===== config.mk =====
export PLATFORM = sky130hd
export DESIGN_NAME = cond_pipe_ctrl
export DESIGN_NICKNAME = d
export VERILOG_FILES = /design/src/rtl/cond_pipe_ctrl.sv
export SDC_FILE = /design/constraint.sdc
export NUM_CORES = 1
export LEC_CHECK = 0
export CAP_MARGIN = 40
export CORE_MARGIN = 2
export CORE_UTILIZATION = 30
export CTS_BUF_LIST = sky130_fd_sc_hd__clkbuf_4 sky130_fd_sc_hd__clkbuf_8
export DETAILED_ROUTE_END_ITERATION = 10
export PLACE_DENSITY = 0.61
export SYNTH_ARGS = -nofsm -noshare
export SYNTH_HDL_FRONTEND = slang
export SYNTH_SLANG_ARGS = --single-unit

===== constraint.sdc =====
create_clock -name clk -period 2.5 [get_ports clk]
set_input_delay 0.25 -clock clk [delete_from_list [all_inputs] [get_ports clk]]
set_output_delay 0.25 -clock clk [all_outputs]
set_load 0.1 [all_outputs]

===== src/rtl/cond_pipe_ctrl.sv =====
// cond_pipe_ctrl: D->E control register, NZCV flag register and E-stage condition gating.
// Optional COND_STATS_EN adds executed/squashed instruction counters.
module cond_pipe_ctrl #(
    parameter int ALUCTRL_W = 2,
    parameter int NFGRP = 2
`ifdef COND_STATS_EN
    ,
    parameter int CNT_W = 16
`endif
) (
    input  logic                 clk,
    input  logic                 reset,
    input  logic                 StallE,
    input  logic                 FlushE,
    input  logic                 PCSrcD,
    input  logic                 RegWriteD,
    input  logic                 MemWriteD,
    input  logic                 MemtoRegD,
    input  logic                 BranchD,
    input  logic                 ALUSrcD,
    input  logic [ALUCTRL_W-1:0] ALUControlD,
    input  logic [NFGRP-1:0]     FlagWriteD,
    input  logic [3:0]           CondD,
    input  logic [3:0]           ALUFlags,
    output logic                 MemtoRegE,
    output logic                 ALUSrcE,
    output logic [ALUCTRL_W-1:0] ALUControlE,
    output logic                 ValidE,
    output logic                 CondExE,
    output logic                 PCSrcE,
    output logic                 RegWriteE,
    output logic                 MemWriteE,
    output logic                 BranchTakenE,
`ifdef COND_STATS_EN
    output logic [CNT_W-1:0]     ExecCnt,
    output logic [CNT_W-1:0]     SquashCnt,
`endif
    output logic [3:0]           Flags
);
    localparam int W = 10 + ALUCTRL_W + NFGRP;
    logic [W-1:0]     ctrl_d, ctrl_q;
    logic             valid_d, valid_q;
    logic [3:0]       flags_d, flags_q, fmask;
    logic             pcsrc_f, regwrite_f, memwrite_f, branch_f, gate, upd;
    logic [NFGRP-1:0] flagwrite_f;
    logic [3:0]       cond_f;
    logic             n, z, c, v;
    assign {pcsrc_f, regwrite_f, memwrite_f, MemtoRegE, branch_f, ALUSrcE, ALUControlE, flagwrite_f, cond_f} = ctrl_q;
    assign {n, z, c, v} = flags_q;
    // Each flag bit follows the flag-write group that covers it.
    for (genvar g = 0; g < 4; g++) begin : g_mask
        assign fmask[g] = flagwrite_f[g*NFGRP/4];
    end
    always_comb begin
        case (cond_f)
            4'h0: CondExE = z;
            4'h1: CondExE = ~z;
            4'h2: CondExE = c;
            4'h3: CondExE = ~c;
            4'h4: CondExE = n;
            4'h5: CondExE = ~n;
            4'h6: CondExE = v;
            4'h7: CondExE = ~v;
            4'h8: CondExE = c & ~z;
            4'h9: CondExE = ~c | z;
            4'hA: CondExE = n == v;
            4'hB: CondExE = n != v;
            4'hC: CondExE = ~z & (n == v);
            4'hD: CondExE = z | (n != v);
            4'hE: CondExE = 1'b1;
            default: CondExE = 1'b0;
        endcase
    end
    assign gate = CondExE & valid_q;
    assign upd = gate & ~StallE;
    assign ValidE = valid_q;
    assign Flags = flags_q;
    assign PCSrcE = pcsrc_f & gate;
    assign RegWriteE = regwrite_f & gate;
    assign MemWriteE = memwrite_f & gate;
    assign BranchTakenE = branch_f & gate;
    always_comb begin
        ctrl_d = FlushE ? '0 : StallE ? ctrl_q :
                 {PCSrcD, RegWriteD, MemWriteD, MemtoRegD, BranchD, ALUSrcD, ALUControlD, FlagWriteD, CondD};
        valid_d = ~FlushE & (StallE ? valid_q : 1'b1);
        // The instruction leaving E updates flags even when a flush follows it.
        flags_d = upd ? (flags_q & ~fmask) | (ALUFlags & fmask) : flags_q;
    end
    always_ff @(posedge clk) begin
        if (reset) begin
            ctrl_q <= '0;
            valid_q <= 1'b0;
            flags_q <= 4'b0000;
        end else begin
            ctrl_q <= ctrl_d;
            valid_q <= valid_d;
            flags_q <= flags_d;
        end
    end
`ifdef COND_STATS_EN
    logic [CNT_W-1:0] exec_d, exec_q, squash_d, squash_q;
    always_comb begin
        exec_d = exec_q + CNT_W'(upd);
        squash_d = squash_q + CNT_W'(valid_q & ~StallE & ~CondExE);
    end
    always_ff @(posedge clk) begin
        if (reset) begin
            exec_q <= '0;
            squash_q <= '0;
        end else begin
            exec_q <= exec_d;
            squash_q <= squash_d;
        end
    end
    assign ExecCnt = exec_q;
    assign SquashCnt = squash_q;
`endif
endmodule

==> results of run 1 <==
## cells in the final DEF (no fill, tap or decap)
cell / n
sky130_fd_sc_hd__a21oi_1: 1
sky130_fd_sc_hd__nor2_1: 18
sky130_fd_sc_hd__nor3b_1: 1
sky130_fd_sc_hd__a221oi_2: 1
sky130_fd_sc_hd__inv_1: 3
sky130_fd_sc_hd__dfxtp_1: 12
sky130_fd_sc_hd__xnor2_1: 1
sky130_fd_sc_hd__clkbuf_4: 3
sky130_fd_sc_hd__clkinv_2: 1
sky130_fd_sc_hd__or2_2: 1
sky130_fd_sc_hd__nand3b_1: 2
sky130_fd_sc_hd__nor3_2: 2
sky130_fd_sc_hd__and2_2: 4
sky130_fd_sc_hd__clkdlybuf4s50_1: 21
sky130_fd_sc_hd__dfxtp_4: 1
sky130_fd_sc_hd__o221ai_1: 1
sky130_fd_sc_hd__a221oi_4: 1
sky130_fd_sc_hd__nand2b_1: 8
sky130_fd_sc_hd__buf_4: 12
sky130_fd_sc_hd__nand2_1: 4
sky130_fd_sc_hd__nor4bb_1: 2
sky130_fd_sc_hd__nor2b_1: 1
sky130_fd_sc_hd__mux2_4: 1
sky130_fd_sc_hd__a21oi_2: 1
sky130_fd_sc_hd__nand3_1: 1
sky130_fd_sc_hd__dfxtp_2: 6
sky130_fd_sc_hd__o221ai_2: 1
sky130_fd_sc_hd__and2_1: 1
sky130_fd_sc_hd__buf_12: 5
sky130_fd_sc_hd__a31oi_1: 1
sky130_fd_sc_hd__nand4b_1: 2
sky130_fd_sc_hd__mux2i_1: 20
sky130_fd_sc_hd__o211ai_1: 1
## metrics by stage
step                utilization  cell area (µm²)  setup WS, ns  cells  total power, µW
finish                    0.444             1470         0.135    187              583
global route              0.444             1470      0.000972    187              612
CTS                       0.442             1460        0.0927    186              594
detailed placement        0.430             1420         0.179    181              440
global placement          0.430             1420         0.277    181              438
floorplan                     -             1040         0.123    109              395
## routing by layer
layer	vias to the layer above	share of wire	wire, µm
li1	432	-	-
met1	383	0.43	934
met2	21	0.49	1060
met3	4	0.063	135
met4	0	0.011	24
met5	-	0	0
## cell type report
cell class	count	area (µm²)
clock inverter	1	5.00
sequential	19	392
tap	46	57.6
timing repair buffer	38	400
clock buffer	3	22.5
inverter	3	11.3
multi-input combinational	77	583
fill	379	1840
## worst register-to-register path, stage by stage (launching register included)
cell and delay, ns:
sky130_fd_sc_hd__dfxtp_4 0.38, sky130_fd_sc_hd__buf_4 0.15, sky130_fd_sc_hd__nor4bb_1 0.29, sky130_fd_sc_hd__a31oi_1 0.07, sky130_fd_sc_hd__o211ai_1 0.16, sky130_fd_sc_hd__a221oi_4 0.12
sky130_fd_sc_hd__buf_4 0.16, sky130_fd_sc_hd__nor3_2 0.25, sky130_fd_sc_hd__mux2i_1 0.21
## worst max-delay path by stage
stage                   end  slack (ns)  cells past startpoint  startpoint
2_1_floorplan  BranchTakenE        0.12                      6    register
3_5_place_dp      MemWriteE        0.18                      7   ctrl_q[1]
5_1_grt           MemWriteE       0.001                      7   ctrl_q[3]
6_report             PCSrcE        0.14                      7   ctrl_q[3]
3_3_place_gp         PCSrcE        0.28                      7   ctrl_q[1]
4_1_cts           MemWriteE        0.09                      7   ctrl_q[1]
## where the power goes
part | internal [µW] | switching [µW]
registers | 310 | 8.44
logic | 58.0 | 56.3
clock network | 59.4 | 90.3
total | 428 | 155
## kinds of logic after synthesis
kind of cell              count (synthesis)  synth area share
AOI/OAI and AO/OA                         8            0.0901
xor gates and xnor gates                  1           0.00853
buffers and inverters                    13            0.0670
DFF                                      19             0.370
muxes                                    21             0.209
and+or+nand+nor                          47             0.255
## repair_timing
| action | in CTS | in global routing |
|---|---|---|
| endpoints found under the setup margin | 4 | 3 |
| pin swaps | 1 | 0 |
| resized for setup | 4 | 0 |
| setup buffers | 1 | 1 |
==> impl_metrics.ini, run 1 <==
[die]
io-pin-count = 36
dieHeight_um = 62.5
core_area_mm2 = 0.00331
placement_rows = 21
start_util = 0.310
floorplan.die_area_mm2 = 0.00391
die-width_um = 62.5

[power_and_ir_drop]
total_leakage_power_uw = 0.000564
power.ir.vdd_worst_v = 0.000210
power_per_cell_area_mw_per_mm2 = 396

[timing]
unrepaired_setup_endpoints_after_global_routing = false
period_share = 0.946
finalClockSkew_ns = 0.00805
final_max_slew_viol_count = 0
hold-worst-slack_ns = 0.510
timing.setup.tns_ns = 0
timing.final.setup_violations = 0
tightestPinTransition_ns = 0.549
final_period_minus_worst_setup_slack_ns = 2.36
slew_margin_rel = 0.633
finalHoldViolations = 0
max_freq_mhz = 423

[drt]
routed_wirelength_um = 2160
wl_per_cell_um = 11.5
drt.antenna.violating_nets = 0
detailedRoute.firstIterationViolations = 24
vias = 840
drc = 0
via_per_inst = 4.49
drt_first_pass_iters = 3

[grt]
grt_util_met1 = 0.129
antenna_violations_before_repair = 0
gr-total-overflow = 0
grt_start_max_net_pins = 16
grt.busiest_layer = met2
groute.layer.met3.usage = 0.0306
grtUsageMet2 = 0.211
grt_pass1_vias = 901
grt_pass1_wl_um = 3780
grtUsageTotal = 0.118

[final_layout]
area_growth_pct = 43.2
drive_above_1_share = 0.284
antennaDiodeCount = 0
nets = 164

[logic_synthesis]
count_of_yosys_warnings_during_synthesis = 0
synth-async-reset-ratio = 0
synth_area_leader_cell = sky130_fd_sc_hd__dfxtp_1
synthMostInstantiatedCell = sky130_fd_sc_hd__mux2i_1
synth_area_per_cell_um2 = 9.42
syn-num-nets = 131
post_synth_most_frequent_cells = 20 x sky130_fd_sc_hd__mux2i_1, 19 x sky130_fd_sc_hd__dfxtp_1, 18 x sky130_fd_sc_hd__nor2_1, 8 x sky130_fd_sc_hd__nand2b_1, 5 x sky130_fd_sc_hd__and2_1
synth_edf_count = 0
post_synth_main_area_contributors = sky130_fd_sc_hd__dfxtp_1 37%, sky130_fd_sc_hd__mux2i_1 19%, sky130_fd_sc_hd__nor2_1 6.6%
dominantRegCellSynth = sky130_fd_sc_hd__dfxtp_1
ys_types = 30
synth.top_cell.area_share = 0.370
seq_area_frac_synth = 0.370
synthesis.instances = 109
ys_seq_elements = 19
netlist_area_mm2 = 0.00103

[critical_path]
timing.critical_path.slowest_stage_cell = sky130_fd_sc_hd__dfxtp_1
critPathCaptureType = output port
reg2reg_setup_slack_ns = 0.63
cp.buffers_inverters = 1
slowest_delay_ns = 0.50
r2r-start = ctrl_q[1]
criticalPathCategory = reg -> out
cp_data_required_time_ns = 2.25
top_delay_family_on_crit_path = compound AO/OA/AOI/OAI gates
worst-path-max-fanout = 9
worstSetupStartpointType = register
critPathArrivalTime_ns = 2.11
path_cells = nand2_1 > a221oi_2 > o221ai_2 > a221oi_4 > nor2_1 > and2_2 > buf_12
worst_r2r_path_depth = 8

[clock_network]
max-clock-path-buffers = 2
cts_tree = built
clock_insertion_delay_worst_skew_ns = 0.29
clock-sinks = 19
worst_setup_hold_path_clk_slew_ns = 0.11
h-tree-depth = 1
cts-root-buf = sky130_fd_sc_hd__clkbuf_4
cts-hold-fix-buffers = 0
cts_inserted_buffers = 3

[hold_path]
worst_hold_path.num_cells = 2
timing.hold.worst.start = ctrl_q[7]
worst_hold_path_type = reg -> reg
worst_hold_path.endpoint = ctrl_q[7]

[placement]
finalWeightedCongestion = 0.813
dp.final_hpwl_um = 1700
port_buffers = 35

[outcome]
status = completed

[job]
max_cap_viols = 0
Power figures use the tool's default switching activity.
==> run 2: changes to the inputs <==
- CORE_MARGIN: 2 -> 5
==> impl_metrics.ini, run 2 (synthesized netlist as in run 1, its figures left out) <==
[outcome]
status = completed

[placement]
count_of_placed_standard_cells_including_taps = 181
dp.final_hpwl_um = 1840
finalWeightedCongestion = 0.703
port_buffers = 35

[clock_network]
clock-sinks = 19
worst_setup_hold_path_clk_slew_ns = 0.10
cts-root-buf = sky130_fd_sc_hd__clkbuf_4
clock_insertion_delay_worst_skew_ns = 0.29
h-tree-depth = 1
cts_inserted_buffers = 3
max-clock-path-buffers = 2
cts_tree = built
cts-hold-fix-buffers = 0

[critical_path]
worstSetupStartpointType = register
worst-path-max-fanout = 10
cp_data_required_time_ns = 2.25
reg2reg_setup_slack_ns = 0.61
r2r-start = ctrl_q[2]
worst_r2r_path_depth = 7
critPathLaunch = ctrl_q[1]
critPathCaptureType = output port
critPathArrivalTime_ns = 2.10
worstSetupEndpoint = MemWriteE
criticalPathCategory = reg -> out

[drt]
routed_wirelength_um = 2310
detailedRoute.firstIterationViolations = 42
drc = 0
wl_per_cell_um = 12.4
drt_first_pass_iters = 4
vias = 850
drt.antenna.violating_nets = 0
via_per_inst = 4.57

[power_and_ir_drop]
total_leakage_power_uw = 0.000559
power_per_cell_area_mw_per_mm2 = 407
sequentialPowerShare = 0.535
intPower_uw = 441
power_switching_share = 0.262
switching_component_of_the_power_uw = 156
power.ir.vdd_worst_v = 0.000298
p_comb_frac = 0.190
clock_power_share = 0.274
power_uw = 597

[grt]
grt_pass1_vias = 844
gr-total-overflow = 0
grtUsageTotal = 0.103
grt_start_max_net_pins = 16
grt_pass1_wl_um = 3680
antenna_violations_before_repair = 0

[final_layout]
layout.cells.most_common_list = 21 x sky130_fd_sc_hd__clkdlybuf4s50_1, 20 x sky130_fd_sc_hd__mux2i_1, 18 x sky130_fd_sc_hd__nor2_1, 11 x sky130_fd_sc_hd__dfxtp_1, 11 x sky130_fd_sc_hd__buf_4
area_growth_pct = 42.9
final.fill_count = 333
antennaDiodeCount = 0
finalNonFillerCells = 186
leading_cell_type_in_the_layout_fill_and_taps_excluded = sky130_fd_sc_hd__clkdlybuf4s50_1
layout.core_utilization = 0.440
nets = 163
drive_above_1_share = 0.286

[die]
io-pin-count = 36
floorplan.die_area_mm2 = 0.00469
die-width_um = 68.5
start_util = 0.308
dieHeight_um = 68.5
core_area_mm2 = 0.00334
placement_rows = 21

[timing]
period_share = 0.939
final_period_minus_worst_setup_slack_ns = 2.35
unrepaired_setup_endpoints_after_global_routing = false
finalHoldViolations = 0
finalClockSkew_ns = 0.000595
final_max_slew_viol_count = 0
max_freq_mhz = 426
slew_margin_rel = 0.702
timing.final.setup_violations = 0
timing.setup.tns_ns = 0
hold-worst-slack_ns = 0.507
tightestPinTransition_ns = 0.446

[hold_path]
worst_hold_path_type = reg -> reg

[job]
max_cap_viols = 0
## run 2: cell count changes in the layout (fill, tap and decap cells not counted), sizes merged
cell,previous run,this run
buf,17,16
clkinv,1,0
clkbuf,3,4
## run 2: repair_timing
action | 4_1_cts | 5_1_grt
gates resized for setup | 3 | 2
setup endpoints to repair | 4 | 4
pin swaps | 1 | 1
setup buffers | 0 | 1
## run 2: final cells by class
class,count,area (µm²),share of cell area
tap,46,57.6,0.0392
clock buffer,4,30.0,0.0205
multi-input combinational,77,583,0.397
sequential,19,393,0.268
inverter,3,11.3,0.00767
timing repair buffer,37,393,0.268
## run 2: per-stage QoR
stage / area (µm²) / setup slack, ns
2_1_floorplan: 1040 / 0.123
3_3_place_gp: 1420 / 0.273
3_5_place_dp: 1420 / 0.212
4_1_cts: 1460 / 0.0123
5_1_grt: 1470 / 0.0445
6_report: 1470 / 0.152
## run 2: layer usage
metal | vias to the layer above | global-route usage | part of all wire
met4 | 0 | 0.0372 | 0.0052
met1 | 398 | 0.124 | 0.45
met3 | 2 | 0.0292 | 0.073
li1 | 428 | - | -
met5 | - | 0 | 0
met2 | 22 | 0.174 | 0.48
## run 2: how the worst min path moves through the flow
stage / startpoint / to / slack (ns) / cells after the start
global placement: ctrl_q[8] / ctrl_q[8] / 0.48 / 2
global route: ALUFlags[1] / register / 0.53 / 3
detailed placement: ctrl_q[13] / ctrl_q[13] / 0.49 / 2
floorplan: CondD[0] / ctrl_q[0] / 0.39 / 2
CTS: ALUFlags[2] / register / 0.51 / 3
finish: ctrl_q[11] / ctrl_q[11] / 0.51 / 2
## run 2: critical path, cell delays in order (launching register included)
cell                       delay [ns]
sky130_fd_sc_hd__dfxtp_4         0.42
sky130_fd_sc_hd__mux2_4          0.31
sky130_fd_sc_hd__a21oi_2         0.12
sky130_fd_sc_hd__o211ai_1        0.13
sky130_fd_sc_hd__a221oi_4        0.33
sky130_fd_sc_hd__nor2_1          0.10
sky130_fd_sc_hd__and2_2          0.22
sky130_fd_sc_hd__buf_12          0.16
## run 2: power by group through the flow
| stage | clock, µW | combinational [µW] | sequential, µW |
|---|---|---|---|
| 2_1_floorplan | 0 | 60.6 | 334 |
| 3_3_place_gp | 0 | 112 | 326 |
| 3_5_place_dp | 0 | 114 | 327 |
| 4_1_cts | 169 | 114 | 320 |
| 5_1_grt | 178 | 121 | 321 |
| 6_report | 164 | 113 | 320 |
==> run 3: changes to the inputs <==
- PLACE_DENSITY: 0.61 -> not set
- PLACE_DENSITY_LB_ADDON: not set -> 0.1
==> impl_metrics.ini, run 3 (synthesized netlist as in run 1, its figures left out) <==
[outcome]
status = completed

[timing]
hold-worst-slack_ns = 0.499
max_freq_mhz = 425
timing.final.setup_violations = 0
finalWorstSetupSlack_ns = 0.147
period_share = 0.941
finalClockSkew_ns = 0.00881
slew_margin_rel = 0.627
tightestPinTransition_ns = 0.557
finalHoldViolations = 0
final_max_slew_viol_count = 0
unrepaired_setup_endpoints_after_global_routing = false
final_period_minus_worst_setup_slack_ns = 2.35
timing.setup.tns_ns = 0

[die]
io-pin-count = 36
die-width_um = 68.5
start_util = 0.308
core_area_mm2 = 0.00334
dieHeight_um = 68.5
placement_rows = 21
floorplan.die_area_mm2 = 0.00469

[power_and_ir_drop]
power_per_cell_area_mw_per_mm2 = 401
total_leakage_power_uw = 0.000563
power.ir.vdd_worst_v = 0.000158

[critical_path]
path_cells = nor4bb_1 > a221oi_2 > o221ai_2 > a221oi_4 > nor2_2 > and2_2 > buf_12
top_delay_family_on_crit_path = compound AO/OA/AOI/OAI gates
critPathCaptureType = output port
cp_data_required_time_ns = 2.25
cp.buffers_inverters = 1
criticalPathCategory = reg -> out
worst-path-max-fanout = 13
slowest_delay_ns = 0.47
worstSetupStartpointType = register
timing.critical_path.slowest_stage_cell = sky130_fd_sc_hd__dfxtp_2
critPathArrivalTime_ns = 2.10

[final_layout]
nets = 164
drive_above_1_share = 0.291
finalNonFillerCells = 187
area_growth_pct = 43.2
antennaDiodeCount = 0
leading_cell_type_in_the_layout_fill_and_taps_excluded = sky130_fd_sc_hd__clkdlybuf4s50_1
layout.cells.most_common_list = 21 x sky130_fd_sc_hd__clkdlybuf4s50_1, 20 x sky130_fd_sc_hd__mux2i_1, 17 x sky130_fd_sc_hd__nor2_1, 12 x sky130_fd_sc_hd__dfxtp_1, 12 x sky130_fd_sc_hd__buf_4

[grt]
gr-total-overflow = 0
grt_util_met1 = 0.142
grt_pass1_vias = 839
grtUsageMet2 = 0.168
grtUsageTotal = 0.109
grt_start_max_net_pins = 16
grt.busiest_layer = met2
groute.layer.met3.usage = 0.0324
grt_pass1_wl_um = 3810
antenna_violations_before_repair = 0

[drt]
wl_per_cell_um = 12.2
drt.antenna.violating_nets = 0
drt_first_pass_iters = 4
routed_wirelength_um = 2280
drc = 0
vias = 853
detailedRoute.firstIterationViolations = 43
via_per_inst = 4.56

[clock_network]
h-tree-depth = 1
max-clock-path-buffers = 2
clock_insertion_delay_worst_skew_ns = 0.30
clock-sinks = 19
cts_tree = built
cts_inserted_buffers = 3
cts-root-buf = sky130_fd_sc_hd__clkbuf_4
worst_setup_hold_path_clk_slew_ns = 0.11

[hold_path]
worst_hold_path_type = reg -> reg

[placement]
place_worst_setup_slack_ns = 0.226
dp.final_hpwl_um = 1760
count_of_placed_standard_cells_including_taps = 182
finalWeightedCongestion = 0.762
port_buffers = 35

[job]
max_cap_viols = 0
==> run 3: cell count changes in the layout (fill, tap and decap cells not counted) <==
cell                       before  now
sky130_fd_sc_hd__buf_4         11   12
sky130_fd_sc_hd__clkbuf_4       4    3
sky130_fd_sc_hd__clkinv_2       0    1
sky130_fd_sc_hd__dfxtp_1       11   12
sky130_fd_sc_hd__dfxtp_4        1    0
sky130_fd_sc_hd__nor2_1        18   17
sky130_fd_sc_hd__nor2_2         0    1
==> run 3: area by class of cell <==
| class | count | area, µm² |
|---|---|---|
| Sequential cell | 19 | 389 |
| Multi-Input combinational cell | 77 | 586 |
| Inverter | 3 | 11.3 |
| Clock inverter | 1 | 5.00 |
| Timing Repair Buffer | 38 | 400 |
| Fill cell | 344 | 1870 |
| Clock buffer | 3 | 22.5 |
| Tap cell | 46 | 57.6 |
==> run 3: final timing paths <==
check             startpoint          to  slack (ns)  cells after the start
setup / recovery   ctrl_q[0]      PCSrcE        0.15                      7
hold / removal    ctrl_q[11]  ctrl_q[11]        0.50                      2
setup reg to reg   ctrl_q[1]    register        0.58                      8
hold reg to reg   ctrl_q[11]  ctrl_q[11]        0.50                      2
==> run 3: stage by stage <==
step / cell area, µm² / total power [µW] / util
floorplan: 1040 / 395 / -
global placement: 1430 / 440 / 0.429
detailed placement: 1430 / 441 / 0.429
CTS: 1460 / 601 / 0.438
global route: 1470 / 621 / 0.441
finish: 1470 / 590 / 0.441
==> run 3: layer usage <==
metal | vias to the layer above | wire (µm)
met5 | - | 0
met4 | 0 | 14
met1 | 400 | 1110
li1 | 437 | -
met3 | 2 | 102
met2 | 14 | 1060
==> run 3: timing repair <==
action | 4_1_cts | 5_1_grt
resized for setup | 3 | 1
setup endpoints to repair | 4 | 4
cloned | 0 | 0
hold buffers | 0 | 0
buffers inserted | 0 | 1
pin swaps | 0 | 1
==> run 3: worst register-to-register path, cell delays in order (launching register included) <==
cell	delay (ns)
sky130_fd_sc_hd__dfxtp_1	0.34
sky130_fd_sc_hd__buf_4	0.17
sky130_fd_sc_hd__nor3b_1	0.23
sky130_fd_sc_hd__a21oi_2	0.05
sky130_fd_sc_hd__o211ai_1	0.29
sky130_fd_sc_hd__a221oi_4	0.14
sky130_fd_sc_hd__buf_4	0.16
sky130_fd_sc_hd__nor3_2	0.25
sky130_fd_sc_hd__mux2i_1	0.22
==> run 3: power by group <==
group | internal [µW] | switching, µW
combinational | 58.1 | 58.0
clock | 59.5 | 95.2
sequential | 311 | 7.87
total | 429 | 161
